==> config.mk <==
export PLATFORM = sky130hd
export DESIGN_NAME = instr_mem_loadable_flat
export DESIGN_NICKNAME = d
export VERILOG_FILES = /design/src/rtl/imem_pkg.sv /design/src/rtl/instr_mem_loadable_if.sv /design/src/rtl/imem_sp_ram.sv /design/src/rtl/instr_mem_loadable.sv /design/src/flat_wrapper.sv
export SDC_FILE = /design/constraint.sdc
export NUM_CORES = 1
export LEC_CHECK = 0
export BUFFER_PORTS_ARGS = -buffer_cell sky130_fd_sc_hd__buf_2
export CORE_MARGIN = 2
export CORE_UTILIZATION = 45
export DETAILED_ROUTE_END_ITERATION = 16
export GPL_TIMING_DRIVEN = 0
export PLACE_DENSITY = 0.67
export SLEW_MARGIN = 20
export SYNTH_ARGS = -nofsm -noshare
export SYNTH_HDL_FRONTEND = slang
export SYNTH_SLANG_ARGS = --single-unit
==> constraint.sdc <==
create_clock -name clk -period 2.7 [get_ports clk]
set_input_delay 0.405 -clock clk [delete_from_list [all_inputs] [get_ports clk]]
set_output_delay 0.405 -clock clk [all_outputs]
set_load 0.03 [all_outputs]
==> src/rtl/imem_pkg.sv <==
// Shared definitions for the loadable instruction memory: FSM state encoding and
// the default word used for cleared, unimplemented and not-yet-valid locations.
package imem_pkg;

   localparam logic [1:0] ST_CLEAR = 2'd0;
   localparam logic [1:0] ST_RUN   = 2'd1;
   localparam logic [1:0] ST_LOAD  = 2'd2;

   typedef enum logic [1:0] {
      StClear = ST_CLEAR,
      StRun   = ST_RUN,
      StLoad  = ST_LOAD
   } imem_state_e;

   localparam logic [7:0] IMEM_NOP_DEFAULT = 8'h00;

endpackage

==> src/rtl/instr_mem_loadable_if.sv <==
// Loader and fetch bus of the instruction memory. The master side is the host/loader
// plus PC/decode logic; the slave side is the memory itself.
interface instr_mem_loadable_if #(
   parameter int unsigned DATA_W = 8,
   parameter int unsigned ADDR_W = 5
) ();

   logic              load_start;
   logic              load_valid;
   logic              load_last;
   logic [DATA_W-1:0] load_data;
   logic              load_ready;
   logic              load_done;
   logic              fetch_en;
   logic              stall;
   logic [ADDR_W-1:0] address;
   logic [DATA_W-1:0] instruction_out;
   logic              instr_valid;
   logic              busy;

   modport master (
      output load_start, load_valid, load_last, load_data, fetch_en, stall, address,
      input  load_ready, load_done, instruction_out, instr_valid, busy
   );

   modport slave (
      input  load_start, load_valid, load_last, load_data, fetch_en, stall, address,
      output load_ready, load_done, instruction_out, instr_valid, busy
   );

endinterface

==> src/rtl/imem_sp_ram.sv <==
// Single-port synchronous RAM with a registered read. Read data holds whenever no
// read is issued, which gives the fetch path its stall hold for free.
module imem_sp_ram #(
   parameter int unsigned DEPTH  = 32,
   parameter int unsigned DATA_W = 8,
   parameter int unsigned ADDR_W = 5
) (
   input  logic              clk,
   input  logic              we,
   input  logic              re,
   input  logic [ADDR_W-1:0] addr,
   input  logic [DATA_W-1:0] wdata,
   output logic [DATA_W-1:0] rdata
);

   logic [DATA_W-1:0] mem_q [DEPTH];
   logic [DATA_W-1:0] rdata_q;

   always_ff @(posedge clk) begin
      if (we) begin
         mem_q[addr] <= wdata;
      end else if (re) begin
         rdata_q <= mem_q[addr];
      end
   end

   assign rdata = rdata_q;

endmodule

==> src/rtl/instr_mem_loadable.sv <==
// Loadable instruction memory: self-clears after reset, accepts a streamed program
// load, then serves registered, stallable fetches with one cycle of latency.
module instr_mem_loadable
   import imem_pkg::*;
#(
   parameter int unsigned       DATA_W    = 8,
   parameter int unsigned       ADDR_W    = 5,
   parameter int unsigned       DEPTH     = 32,
   parameter logic [DATA_W-1:0] NOP_VALUE = DATA_W'(IMEM_NOP_DEFAULT)
) (
   input logic                clk,
   input logic                rst_n,
   instr_mem_loadable_if.slave bus
);

   localparam int unsigned      PTR_W     = $clog2(DEPTH);
   localparam logic [PTR_W-1:0] LAST_PTR  = PTR_W'(DEPTH - 1);
   localparam logic [ADDR_W:0]  DEPTH_EXT = (ADDR_W + 1)'(DEPTH);

   imem_state_e      state_q;
   logic [PTR_W-1:0] clr_cnt_q;
   logic [PTR_W-1:0] load_ptr_q;
   logic             load_ready_q;
   logic             load_done_q;
   logic             busy_q;
   logic             instr_valid_q;
   logic             out_nop_q;

   logic              addr_in_range;
   logic              fetch_go;
   logic              load_go;
   logic              load_end;
   logic              ram_we;
   logic              ram_re;
   logic [PTR_W-1:0]  ram_addr;
   logic [DATA_W-1:0] ram_wdata;
   logic [DATA_W-1:0] ram_rdata;

   always_comb begin
      // Extra top bit keeps the compare correct when DEPTH == 2**ADDR_W.
      addr_in_range = ({1'b0, bus.address} < DEPTH_EXT);
      fetch_go      = (state_q == StRun) && !bus.load_start && bus.fetch_en && !bus.stall;
      load_go       = (state_q == StLoad) && bus.load_valid;
      load_end      = load_go && (bus.load_last || (load_ptr_q == LAST_PTR));

      ram_we    = 1'b0;
      ram_re    = 1'b0;
      ram_addr  = bus.address[PTR_W-1:0];
      ram_wdata = NOP_VALUE;
      case (state_q)
         StClear: begin
            ram_we   = 1'b1;
            ram_addr = clr_cnt_q;
         end
         StLoad: begin
            ram_we    = load_go;
            ram_addr  = load_ptr_q;
            ram_wdata = bus.load_data;
         end
         default: begin
            ram_re = fetch_go && addr_in_range;
         end
      endcase
   end

   imem_sp_ram #(
      .DEPTH  (DEPTH),
      .DATA_W (DATA_W),
      .ADDR_W (PTR_W)
   ) u_ram (
      .clk   (clk),
      .we    (ram_we),
      .re    (ram_re),
      .addr  (ram_addr),
      .wdata (ram_wdata),
      .rdata (ram_rdata)
   );

   always_ff @(posedge clk or negedge rst_n) begin
      if (!rst_n) begin
         state_q       <= StClear;
         clr_cnt_q     <= '0;
         load_ptr_q    <= '0;
         load_ready_q  <= 1'b0;
         load_done_q   <= 1'b0;
         busy_q        <= 1'b1;
         instr_valid_q <= 1'b0;
         out_nop_q     <= 1'b1;
      end else begin
         load_done_q <= 1'b0;
         case (state_q)
            StClear: begin
               if (clr_cnt_q == LAST_PTR) begin
                  clr_cnt_q <= '0;
                  state_q   <= StRun;
                  busy_q    <= 1'b0;
               end else begin
                  clr_cnt_q <= clr_cnt_q + PTR_W'(1);
               end
            end
            StRun: begin
               if (bus.load_start) begin
                  state_q       <= StLoad;
                  load_ptr_q    <= '0;
                  load_ready_q  <= 1'b1;
                  busy_q        <= 1'b1;
                  instr_valid_q <= 1'b0;
                  out_nop_q     <= 1'b1;
               end else if (!bus.stall) begin
                  instr_valid_q <= bus.fetch_en;
                  // Out-of-range fetches return NOP without touching the RAM.
                  if (bus.fetch_en) begin
                     out_nop_q <= !addr_in_range;
                  end
               end
            end
            StLoad: begin
               if (load_end) begin
                  state_q      <= StRun;
                  load_ready_q <= 1'b0;
                  busy_q       <= 1'b0;
                  load_done_q  <= 1'b1;
               end else if (load_go) begin
                  load_ptr_q <= load_ptr_q + PTR_W'(1);
               end
            end
            default: begin
               state_q <= StClear;
               busy_q  <= 1'b1;
            end
         endcase
      end
   end

   assign bus.load_ready      = load_ready_q;
   assign bus.load_done       = load_done_q;
   assign bus.busy            = busy_q;
   assign bus.instr_valid     = instr_valid_q;
   assign bus.instruction_out = out_nop_q ? NOP_VALUE : ram_rdata;

endmodule
==> src/flat_wrapper.sv <==
// flat-port wrapper written by rule: the top's interface ports become plain ports
module instr_mem_loadable_flat import imem_pkg::*;
#(
   parameter int unsigned       DATA_W    = 8,
   parameter int unsigned       ADDR_W    = 5,
   parameter int unsigned       DEPTH     = 32,
   parameter logic [DATA_W-1:0] NOP_VALUE = DATA_W'(IMEM_NOP_DEFAULT)
)
  (clk, rst_n, bus_load_start, bus_load_valid, bus_load_last, bus_load_data, bus_fetch_en, bus_stall, bus_address, bus_load_ready, bus_load_done, bus_instruction_out, bus_instr_valid, bus_busy);
  instr_mem_loadable_if #(.DATA_W(DATA_W), .ADDR_W(ADDR_W)) bus_i ();
  input logic clk;
  input logic rst_n;
  input wire logic [$bits(bus_i.load_start)-1:0] bus_load_start;
  input wire logic [$bits(bus_i.load_valid)-1:0] bus_load_valid;
  input wire logic [$bits(bus_i.load_last)-1:0] bus_load_last;
  input wire logic [$bits(bus_i.load_data)-1:0] bus_load_data;
  input wire logic [$bits(bus_i.fetch_en)-1:0] bus_fetch_en;
  input wire logic [$bits(bus_i.stall)-1:0] bus_stall;
  input wire logic [$bits(bus_i.address)-1:0] bus_address;
  output wire logic [$bits(bus_i.load_ready)-1:0] bus_load_ready;
  output wire logic [$bits(bus_i.load_done)-1:0] bus_load_done;
  output wire logic [$bits(bus_i.instruction_out)-1:0] bus_instruction_out;
  output wire logic [$bits(bus_i.instr_valid)-1:0] bus_instr_valid;
  output wire logic [$bits(bus_i.busy)-1:0] bus_busy;
  assign bus_i.load_start = bus_load_start;
  assign bus_i.load_valid = bus_load_valid;
  assign bus_i.load_last = bus_load_last;
  assign bus_i.load_data = bus_load_data;
  assign bus_i.fetch_en = bus_fetch_en;
  assign bus_i.stall = bus_stall;
  assign bus_i.address = bus_address;
  assign bus_load_ready = bus_i.load_ready;
  assign bus_load_done = bus_i.load_done;
  assign bus_instruction_out = bus_i.instruction_out;
  assign bus_instr_valid = bus_i.instr_valid;
  assign bus_busy = bus_i.busy;
  instr_mem_loadable #(.DATA_W(DATA_W), .ADDR_W(ADDR_W), .DEPTH(DEPTH), .NOP_VALUE(NOP_VALUE)) u_core (.clk(clk), .rst_n(rst_n), .bus(bus_i));
endmodule
==> run metrics, run 1 <==
Initial Util 0.457; Max Transition Viols Final 0; clk buf depth 3; Peak Freq 375 MHz; critical path required time 2.96 ns; crit path time final 2.66 ns; Post-Route Utilization 0.530; final hold violations 0; post-synth net total 936; ratio of cells with drive above 1 in the final layout 0.186; Clock Power Share 0.222; Comb power frac 0.428; drt wl/cell 22.3 um; routed wl met3 3000 um; Cell Area, Synth 11400 um^2; Sink Count 281; Tot GR Track Use 0.225; core area 25000 um^2; DP HPWL 19100 um; Clock Latency Late Sink 0.57 ns; final wirelength 29700 um; Seq/Total Area, Yosys 0.731; CP Capture Type flop; CTS Buf Count 29; Worst Path Arrival 2.92 ns; Final Setup Violations 0; CP peak stage delay 0.44 ns; fin nets 1004; Seq cells post-synth 281; largest net degree at the start of global routing 33; Top Metal Used met4; Net Sw Power 7.16 mW; Rel. slew slack 0.466; leading cell type in the layout, fill and taps excluded edfxtp_1; critical path, cell by cell mux2_2 -> o21a_1 -> buf_2 -> buf_1 -> nand2_1 -> nand3_1 -> a22oi_1 -> nand4_1; Cell variety after synth 33; instance area at placement 12000 um^2; Rows 58; Avg Synthesized Cell Area 12.5 um^2; placer congestion estimate 0.862; clk_skew 0.00776 ns; met2 WL 13600 um; Final TNS setup 0 ns; Die Width 163 um; reg2reg path depth 8; Leakage 4.67 nW; worst-path fanout max 10; critical path startpoint category flop; Peak VDD IR 0.853 mV; Post-route DRC 0; non-filler instance count after layout 1330; first-pass GRT wire length 44100 um; status completed; Area growth, synth to finish 16.0%; fraction of registers with async set or reset after synthesis 0.0605; hold depth 2; PD cells 1290 nW/um^2; MaxCap Viol Count 0; number of synthesized flops with an enable pin 264; Cells after Synth 912; R2R setup slack 0.04 ns; H-tree level count 1; total internal power 9.89 mW; Vias/cell 5.78; HP Class in -> reg; Worst path slowest cell dfrtp_1; antenna-violating nets left 0; initial antenna violation count 0; measured slew at the worst slew-check pin 0.801 ns; Most used DFF post-synth edfxtp_1; drt first-iter violations 865; total number of vias 7694; critical path class reg -> reg; fin crit share 0.987; gr ovfl total 0; Metal-1 WL 11800 um; Clock Pin Slew Worst Setup and Hold Paths 0.06 ns; TritonRoute pass-1 iters 7; YS warnings 0; Die Y 163 um; n_diodes 0; vias in the first global route 7320; number of top-level pins 32; CTS Root Cell clkbuf_16; final non-filler cell area 13300 um^2; DIE AREA 26700 um^2; most frequent cells in the layout edfxtp_1 (264), nand2_1 (217), a21oi_1 (131); PortBufs 31; Sw Share 0.420; placed cells 1274; Tot Pwr 17.1 mW; sequential share of power 0.350; TritonCTS clock tree built
-- Yosys cell counts, types with 9 or more instances --
cell type | n | area share
a21oi_1 | 131 | 0.057
a22oi_1 | 33 | 0.022
and3_1 | 11 | 0.0060
buf_2 | 34 | 0.015
clkbuf_1 | 13 | 0.0043
dfrtp_1 | 15 | 0.033
edfxtp_1 | 264 | 0.69
nand2_1 | 219 | 0.072
nand3_1 | 70 | 0.031
nand4_1 | 9 | 0.0049
nor2_1 | 43 | 0.014
nor2b_1 | 9 | 0.0049
o21ai_0 | 16 | 0.0070
-- worst max-delay path: cells and delay by family, from the launching register on --
| family | cells | cell delay, ns |
|---|---|---|
| flops | 1 | 0.44 |
| compound gates | 2 | 0.53 |
| buf+inv | 2 | 0.50 |
| simple gates | 3 | 0.51 |
| mux | 1 | 0.37 |
-- metrics by stage --
step | worst slack [ns] | hold slack [ns]
floorplan | 0.480 | 0.109
global placement | -0.481 | 0.347
detailed placement | -0.509 | 0.352
CTS | -0.00913 | 0.112
global route | -0.0288 | 0.137
finish | 0.0352 | 0.114
-- flip-flops by register name, summed over array words and instances (netlist names) --
| register | flops |
|---|---|
| u_core.bus.load_ready | 1 |
| u_core.u_ram.mem_q | 256 |
| u_core.out_nop_q | 1 |
| u_core.u_ram.rdata | 8 |
| u_core.bus.instr_valid | 1 |
| u_core.clr_cnt_q | 5 |
| u_core.bus.busy | 1 |
| u_core.load_ptr_q | 5 |
| u_core.bus.load_done | 1 |
| u_core.state_q | 2 |
-- cells by family after synthesis --
group | Yosys count | synth area share
muxes | 9 | 0.00864
AOI/OAI and AO/OA | 189 | 0.0916
DFF | 281 | 0.731
adders and majority gates | 4 | 0.00438
xor gates and xnor gates | 1 | 0.000766
and+or+nand+nor | 369 | 0.138
buffers and inverters | 59 | 0.0264
-- timing repair --
action                                  4_1_cts  5_1_grt
buffers inserted                              4        0
gates resized for setup                      58       28
pin swaps                                     2        0
hold endpoints to repair                     15        0
endpoints found under the setup margin      215       93
hold buffers                                  1        0
-- power by group through the flow --
stage               Clock, mW  Combinational [mW]  Sequential, mW
floorplan                   0                4.22            6.02
global route             3.97                7.81            6.02
global placement            0                6.50            6.04
detailed placement          0                6.59            6.05
finish                   3.79                7.30            5.97
CTS                      3.80                7.00            5.97
-- metal layers --
metal,vias to the layer above,GRT usage
li1,3472,-
met1,3724,0.298
met2,410,0.356
met3,88,0.0513
met4,0,0.0990
met5,-,0
-- cell type report --
class | count | area, um^2
clock inverter | 12 | 121
timing repair buffer | 37 | 248
buffer | 55 | 307
clock buffer | 39 | 763
fill | 2088 | 11800
sequential | 281 | 8360
tap | 330 | 413
inverter | 4 | 15.0
multi-input combinational | 572 | 3050
-- worst paths after layout --
kind | startpoint | endpoint
min | bus_load_start | u_core.load_ptr_q[3]
max reg2reg | u_core.state_q[1] | u_core.u_ram.rdata[6]
min reg2reg | u_core.bus.instr_valid | u_core.bus.instr_valid
max | u_core.state_q[1] | u_core.u_ram.rdata[6]
min in group asynchronous | rst_n | u_core.bus.load_ready
max in group asynchronous | rst_n | u_core.bus.busy
Note: power is estimated with default switching activity, not from simulation.
==> run 2: changes to the inputs <==
BUFFER_PORTS_ARGS = not set   (was -buffer_cell sky130_fd_sc_hd__buf_2)
CORE_MARGIN = not set   (was 2)
DONT_BUFFER_PORTS = 1   (was not set)
PLACE_DENSITY = 0.66   (was 0.67)
==> run metrics, run 2 (synthesis gave the netlist of run 1 again) <==
number of top-level pins 32 (unchanged); WHS Endpoint u_core.out_nop_q; Post-route DRC 0 (unchanged); Peak Freq 371 MHz (-1.1%); final hold violations 0 (unchanged); worst-path fanout max 10 (unchanged); drt wl/cell 22.3 um (-0.24%); Die Y 161 um (-1.2%); Final Setup Violations 0 (unchanged); leading cell type in the layout, fill and taps excluded edfxtp_1; Sink Count 281 (unchanged); H-tree level count 1 (unchanged); placed cells 1237 (-2.9%); Vias/cell 5.79 (about the same); RR Startpoint u_core.state_q[1]; placer congestion estimate 0.887 (+3.0%); first-pass GRT wire length 43800 um (-0.61%); core area 24600 um^2 (-1.7%); Top Metal Used met4; status completed; Final TNS setup 0 ns (unchanged); max reg flops 256 (unchanged); HP Class in -> reg; initial antenna violation count 1 (+1); PD cells 1300 nW/um^2 (+1.1%); MaxCap Viol Count 0 (unchanged); critical path startpoint category flop; gr ovfl total 0 (unchanged); Rows 57 (-1.7%); Peak VDD IR 0.882 mV (+3.4%); reg2reg end u_core.u_ram.rdata[6]; PortBufs 0 (-100%); critical path required time 2.94 ns (-0.02 ns); drt first-iter violations 825 (-4.6%); measured slew at the worst slew-check pin 0.784 ns (-0.0163 ns); HP Start bus_fetch_en; RSZ-0062 raised after global routing true; Max Transition Viols Final 0 (unchanged); sequential share of power 0.347 (-0.003); R2R setup slack 0.004 ns (-0.03 ns); non-filler instance count after layout 1305 (-1.9%); met2 WL 13200 um (-3.0%); Initial Util 0.465 (+0.00801); total internal power 10.2 mW (+2.9%); CTS Root Cell clkbuf_16; Clock Latency Late Sink 0.55 ns (-0.02 ns); fin nets 983 (-2.1%); critical path class reg -> reg; Leakage 4.65 nW (-0.51%); Rel. slew slack 0.475 (+0.00917); crit path time final 2.70 ns (+0.0310 ns); most frequent cells in the layout edfxtp_1 (264), nand2_1 (217), a21oi_1 (131); ratio of cells with drive above 1 in the final layout 0.171 (-0.0146); Area growth, synth to finish 16.6%; instance area at placement 11900 um^2 (-1.4%); reg2reg path depth 7 (-1); total number of vias 7554 (-1.8%); CP Capture Type flop; DIE AREA 26100 um^2 (-2.4%); final non-filler cell area 13300 um^2 (+0.53%); Clock Pin Slew Worst Setup and Hold Paths 0.06 ns (about the same); Sw Share 0.413 (-0.00736); hold depth 3 (+1); TritonCTS clock tree built; post-route worst setup slack 0.00422 ns (-0.0310 ns); Comb power frac 0.418 (-0.010); clk buf depth 3 (unchanged); fin crit share 0.998 (+0.0115); routed wl met3 3250 um (+8.6%); Min Hold Slack 0.0562 ns (-0.0578 ns); Clock Power Share 0.236 (+0.014); Net Sw Power 7.15 mW (-0.16%); Die Width 161 um (-1.2%); largest net degree at the start of global routing 33 (unchanged); Top reg by flops u_core.u_ram.mem_q; Metal-1 WL 11700 um (-0.26%); CTS Buf Count 29 (unchanged); TritonRoute pass-1 iters 5 (-2); Worst Path Arrival 2.94 ns (+0.02 ns); clk_skew 0.0100 ns (+0.00227 ns); final wirelength 29100 um (-2.1%); DP HPWL 18900 um (-1.5%); vias in the first global route 7327 (+0.096%); antenna-violating nets left 0 (unchanged); Tot GR Track Use 0.227 (+0.00263); pre-CTS WS -0.478 ns (+0.0309 ns)
-- run 2: cell count changes in the layout (fill, tap and decap cells not counted), sizes merged --
cell | before | now
inv | 5 | 6
clkbuf | 53 | 46
diode | 0 | 1
bufinv | 2 | 5
dlygate4sd3 | 1 | 2
clkinvlp | 1 | 3
clkinv | 8 | 10
buf | 77 | 55
-- run 2: how the worst max path moves through the flow --
stage / from / slack (ns) / cells past startpoint / to
3_3_place_gp: u_core.state_q[1] / -0.43 / 8 / u_core.u_ram.mem_q[15][3]
2_1_floorplan: u_core.state_q[1] / 0.48 / 8 / u_core.u_ram.mem_q[23][0]
4_1_cts: u_core.state_q[1] / 0.002 / 8 / u_core.u_ram.rdata[4]
3_5_place_dp: u_core.state_q[1] / -0.48 / 8 / u_core.u_ram.mem_q[15][2]
5_1_grt: u_core.state_q[1] / -0.008 / 8 / u_core.u_ram.rdata[5]
6_report: u_core.state_q[1] / 0.004 / 7 / u_core.u_ram.rdata[6]
-- run 2: final cells by class --
type,instances,area [um^2]
Buffer,55,304
Timing Repair Buffer,16,258
Clock buffer,32,737
Clock inverter,20,233
Fill cell,2045,11300
Sequential cell,281,8360
Tap cell,324,405
Inverter,4,15.0
Multi-Input combinational cell,572,3030
Antenna cell,1,2.50
-- run 2: power by group through the flow --
stage	clock network [mW]	registers [mW]	logic, mW
final	4.08	6.01	7.24
after global placement	0	6.09	6.39
after CTS	4.09	6.01	6.87
after floorplan	0	6.02	4.22
after global routing	4.27	6.08	7.79
after detailed placement	0	6.10	6.47
-- run 2: critical path, stage by stage (launching register included) --
cell and delay, ns:
dfrtp_1 0.44, mux2i_1 0.34, o21ai_0 0.23, nand3_1 0.26, buf_2 0.35, a21oi_1 0.11
a22oi_1 0.43, nand4_1 0.23
-- run 2: metal layers --
metal  vias to the layer above  track usage
met5                         -            0
met4                         0       0.0785
met3                        77       0.0652
met2                       413        0.351
met1                      3640        0.308
li1                       3424            -
-- run 2: through the flow --
| stage | total power [mW] | utilization |
|---|---|---|
| detailed placement | 12.6 | 0.483 |
| CTS | 17.0 | 0.536 |
| finish | 17.3 | 0.542 |
| floorplan | 10.2 | - |
| global placement | 12.5 | 0.481 |
| global route | 18.1 | 0.542 |
-- run 2: repair_timing --
| action | 4_1_cts | 5_1_grt |
|---|---|---|
| endpoints found under the setup margin | 199 | 229 |
| setup buffers | 10 | 3 |
| endpoints found under the hold margin | 19 | 0 |
| gates resized for setup | 52 | 29 |
| cloned | 0 | 0 |
| pin swaps | 5 | 3 |
| hold buffers | 2 | 0 |
==> run 3: changes to the inputs <==
CTS_CLUSTER_SIZE = 12   (was not set)
clock period = 2.85 ns   (was 2.7 ns; I/O delays follow)
==> run metrics, run 3 (synthesis gave the netlist of run 1 again) <==
drt wl/cell 22.4 um (+0.32%); Initial Util 0.465 (unchanged); TritonCTS clock tree built; total number of vias 7565 (+0.15%); critical path, cell by cell buf_6 -> mux2i_1 -> o21ai_0 -> or3_1 -> buf_2 -> nor2_1; placed cells 1237 (unchanged); crit path time final 2.78 ns (+0.0842 ns); initial antenna violation count 1 (unchanged); number of top-level pins 32 (unchanged); drt first-iter violations 889 (+7.8%); total internal power 9.15 mW (-10%); Leakage 4.50 nW (-3.1%); crit-path leading delay family simple AND/OR/NAND/NOR gates; non-filler instance count after layout 1291 (-1.1%); CTS Root Cell clkbuf_16; Die Width 161 um (unchanged); Clock Latency Late Sink 0.54 ns (about the same); DIE AREA 26100 um^2 (unchanged); fin nets 974 (-0.92%); most frequent cells in the layout edfxtp_1 (264), nand2_1 (217), a21oi_1 (131); clk_skew 0.00861 ns (-0.00142 ns); Vias/cell 5.86 (+1.2%); Sink Count 281 (unchanged); Area growth, synth to finish 13.5%; post-route worst setup slack 0.0700 ns (+0.0658 ns); RSZ-0062 raised after global routing true; vias in the first global route 7244 (-1.1%); final hold violations 0 (unchanged); CP Capture Type flop; status completed; Top reg by flops u_core.u_ram.mem_q; core area 24600 um^2 (unchanged); Sw Share 0.420 (+0.00720); RR Startpoint u_core.state_q[1]; MaxCap Viol Count 0 (unchanged); critical path class reg -> reg; pre-CTS WS -0.328 ns (+0.150 ns); CP peak stage delay 0.57 ns (+0.13 ns); Tot GR Track Use 0.224 (-0.00310); first-pass GRT wire length 43100 um (-1.6%); leading cell type in the layout, fill and taps excluded edfxtp_1; sequential share of power 0.361 (+0.014); Clock Power Share 0.215 (-0.021); Clock Pin Slew Worst Setup and Hold Paths 0.06 ns (about the same); clk buf depth 3 (unchanged); Peak Freq 360 MHz (-3.0%); Die Y 161 um (unchanged); measured slew at the worst slew-check pin 0.869 ns (+0.0847 ns); Rows 57 (unchanged); Peak VDD IR 0.715 mV (-19%); ratio of cells with drive above 1 in the final layout 0.139 (-0.0327); max reg flops 256 (unchanged); Worst path slowest cell nor2_1; worst-path fanout max 10 (unchanged); Final Setup Violations 0 (unchanged); H-tree level count 1 (unchanged); fin crit share 0.975 (-0.0230); Post-Route Utilization 0.528 (-0.0144); Worst Path Arrival 2.95 ns (about the same); gr ovfl total 0 (unchanged); Comb power frac 0.424 (+0.006); Net Sw Power 6.63 mW (-7.4%); PD cells 1220 nW/um^2 (-6.5%); largest net degree at the start of global routing 33 (unchanged); Max Transition Viols Final 0 (unchanged); TritonRoute pass-1 iters 6 (+1); placer congestion estimate 0.887 (unchanged); DP HPWL 18900 um (unchanged); HP Class in -> reg; PortBufs 0 (unchanged); CTS Buf Count 29 (unchanged); Post-route DRC 0 (unchanged); final wirelength 28900 um (-0.76%); CP bufs+invs 2 (+1); critical path startpoint category flop; start point of the critical path u_core.state_q[1]; antenna-violating nets left 0 (unchanged); critical path required time 3.02 ns (+0.08 ns); HP Start bus_load_start; Rel. slew slack 0.418 (-0.0569)
[run 3: cell type report]
type	instances	area, um^2
diodes	1	2.50
plain buffers	55	298
clock buffers	36	752
clock inverters	11	75.1
fillers	2067	11600
inverters	4	15.0
multi-input cells	572	2980
flip-flops and latches	281	8360
well taps	324	405
repair buffers	7	103
[run 3: what timing repair did]
| item | 4_1_cts | 5_1_grt |
|---|---|---|
| endpoints found under the hold margin | 18 | 0 |
| gates cloned | 0 | 0 |
| setup buffers | 2 | 2 |
| hold buffers | 2 | 0 |
| pin swaps | 0 | 3 |
| resized for setup | 18 | 47 |
| endpoints found under the setup margin | 136 | 199 |
[run 3: worst reg2reg max path: stages, from the launching register on]
cell,delay [ns]
dfrtp_1,0.44
buf_6,0.17
mux2i_1,0.27
o21ai_0,0.20
or3_1,0.50
buf_2,0.25
nor2_1,0.57
[run 3: final timing paths]
| check | endpoint | slack [ns] | cells past startpoint |
|---|---|---|---|
| max | u_core.u_ram.mem_q[5][4] | 0.07 | 6 |
| min | u_core.out_nop_q | 0.04 | 2 |
| max reg2reg | u_core.u_ram.mem_q[5][4] | 0.07 | 6 |
| min reg2reg | u_core.clr_cnt_q[4] | 0.52 | 2 |
| max in group asynchronous | u_core.load_ptr_q[0] | 1.95 | 1 |
| min in group asynchronous | u_core.state_q[0] | 0.41 | 1 |
[run 3: layer usage]
metal / GRT usage / vias up / share of wire
met2: 0.343 / 428 / 0.45
li1: - / 3410 / -
met5: 0 / - / 0
met3: 0.0660 / 88 / 0.11
met1: 0.301 / 3639 / 0.41
met4: 0.0892 / 0 / 0.038
[run 3: metrics by stage]
| step | instance area (um^2) | hold slack, ns | setup TNS (ns) | total power [mW] |
|---|---|---|---|---|
| after global placement | 11800 | 0.132 | -23.05 | 11.8 |
| after CTS | 12800 | 0.0174 | -12.60 | 15.4 |
| after floorplan | 11400 | 0.132 | 0 | 9.70 |
| final | 13000 | 0.0413 | 0 | 15.8 |
| after global routing | 13000 | 0.0348 | -2.08 | 16.5 |
| after detailed placement | 11900 | 0.132 | -21.46 | 11.9 |
[run 3: power by group through the flow]
stage          Sequential, mW  Clock (mW)  Combinational, mW
2_1_floorplan            5.71           0               3.99
3_3_place_gp             5.77           0               6.06
3_5_place_dp             5.78           0               6.13
4_1_cts                  5.70        3.42               6.25
5_1_grt                  5.76        3.57               7.21
6_report                 5.70        3.40               6.68
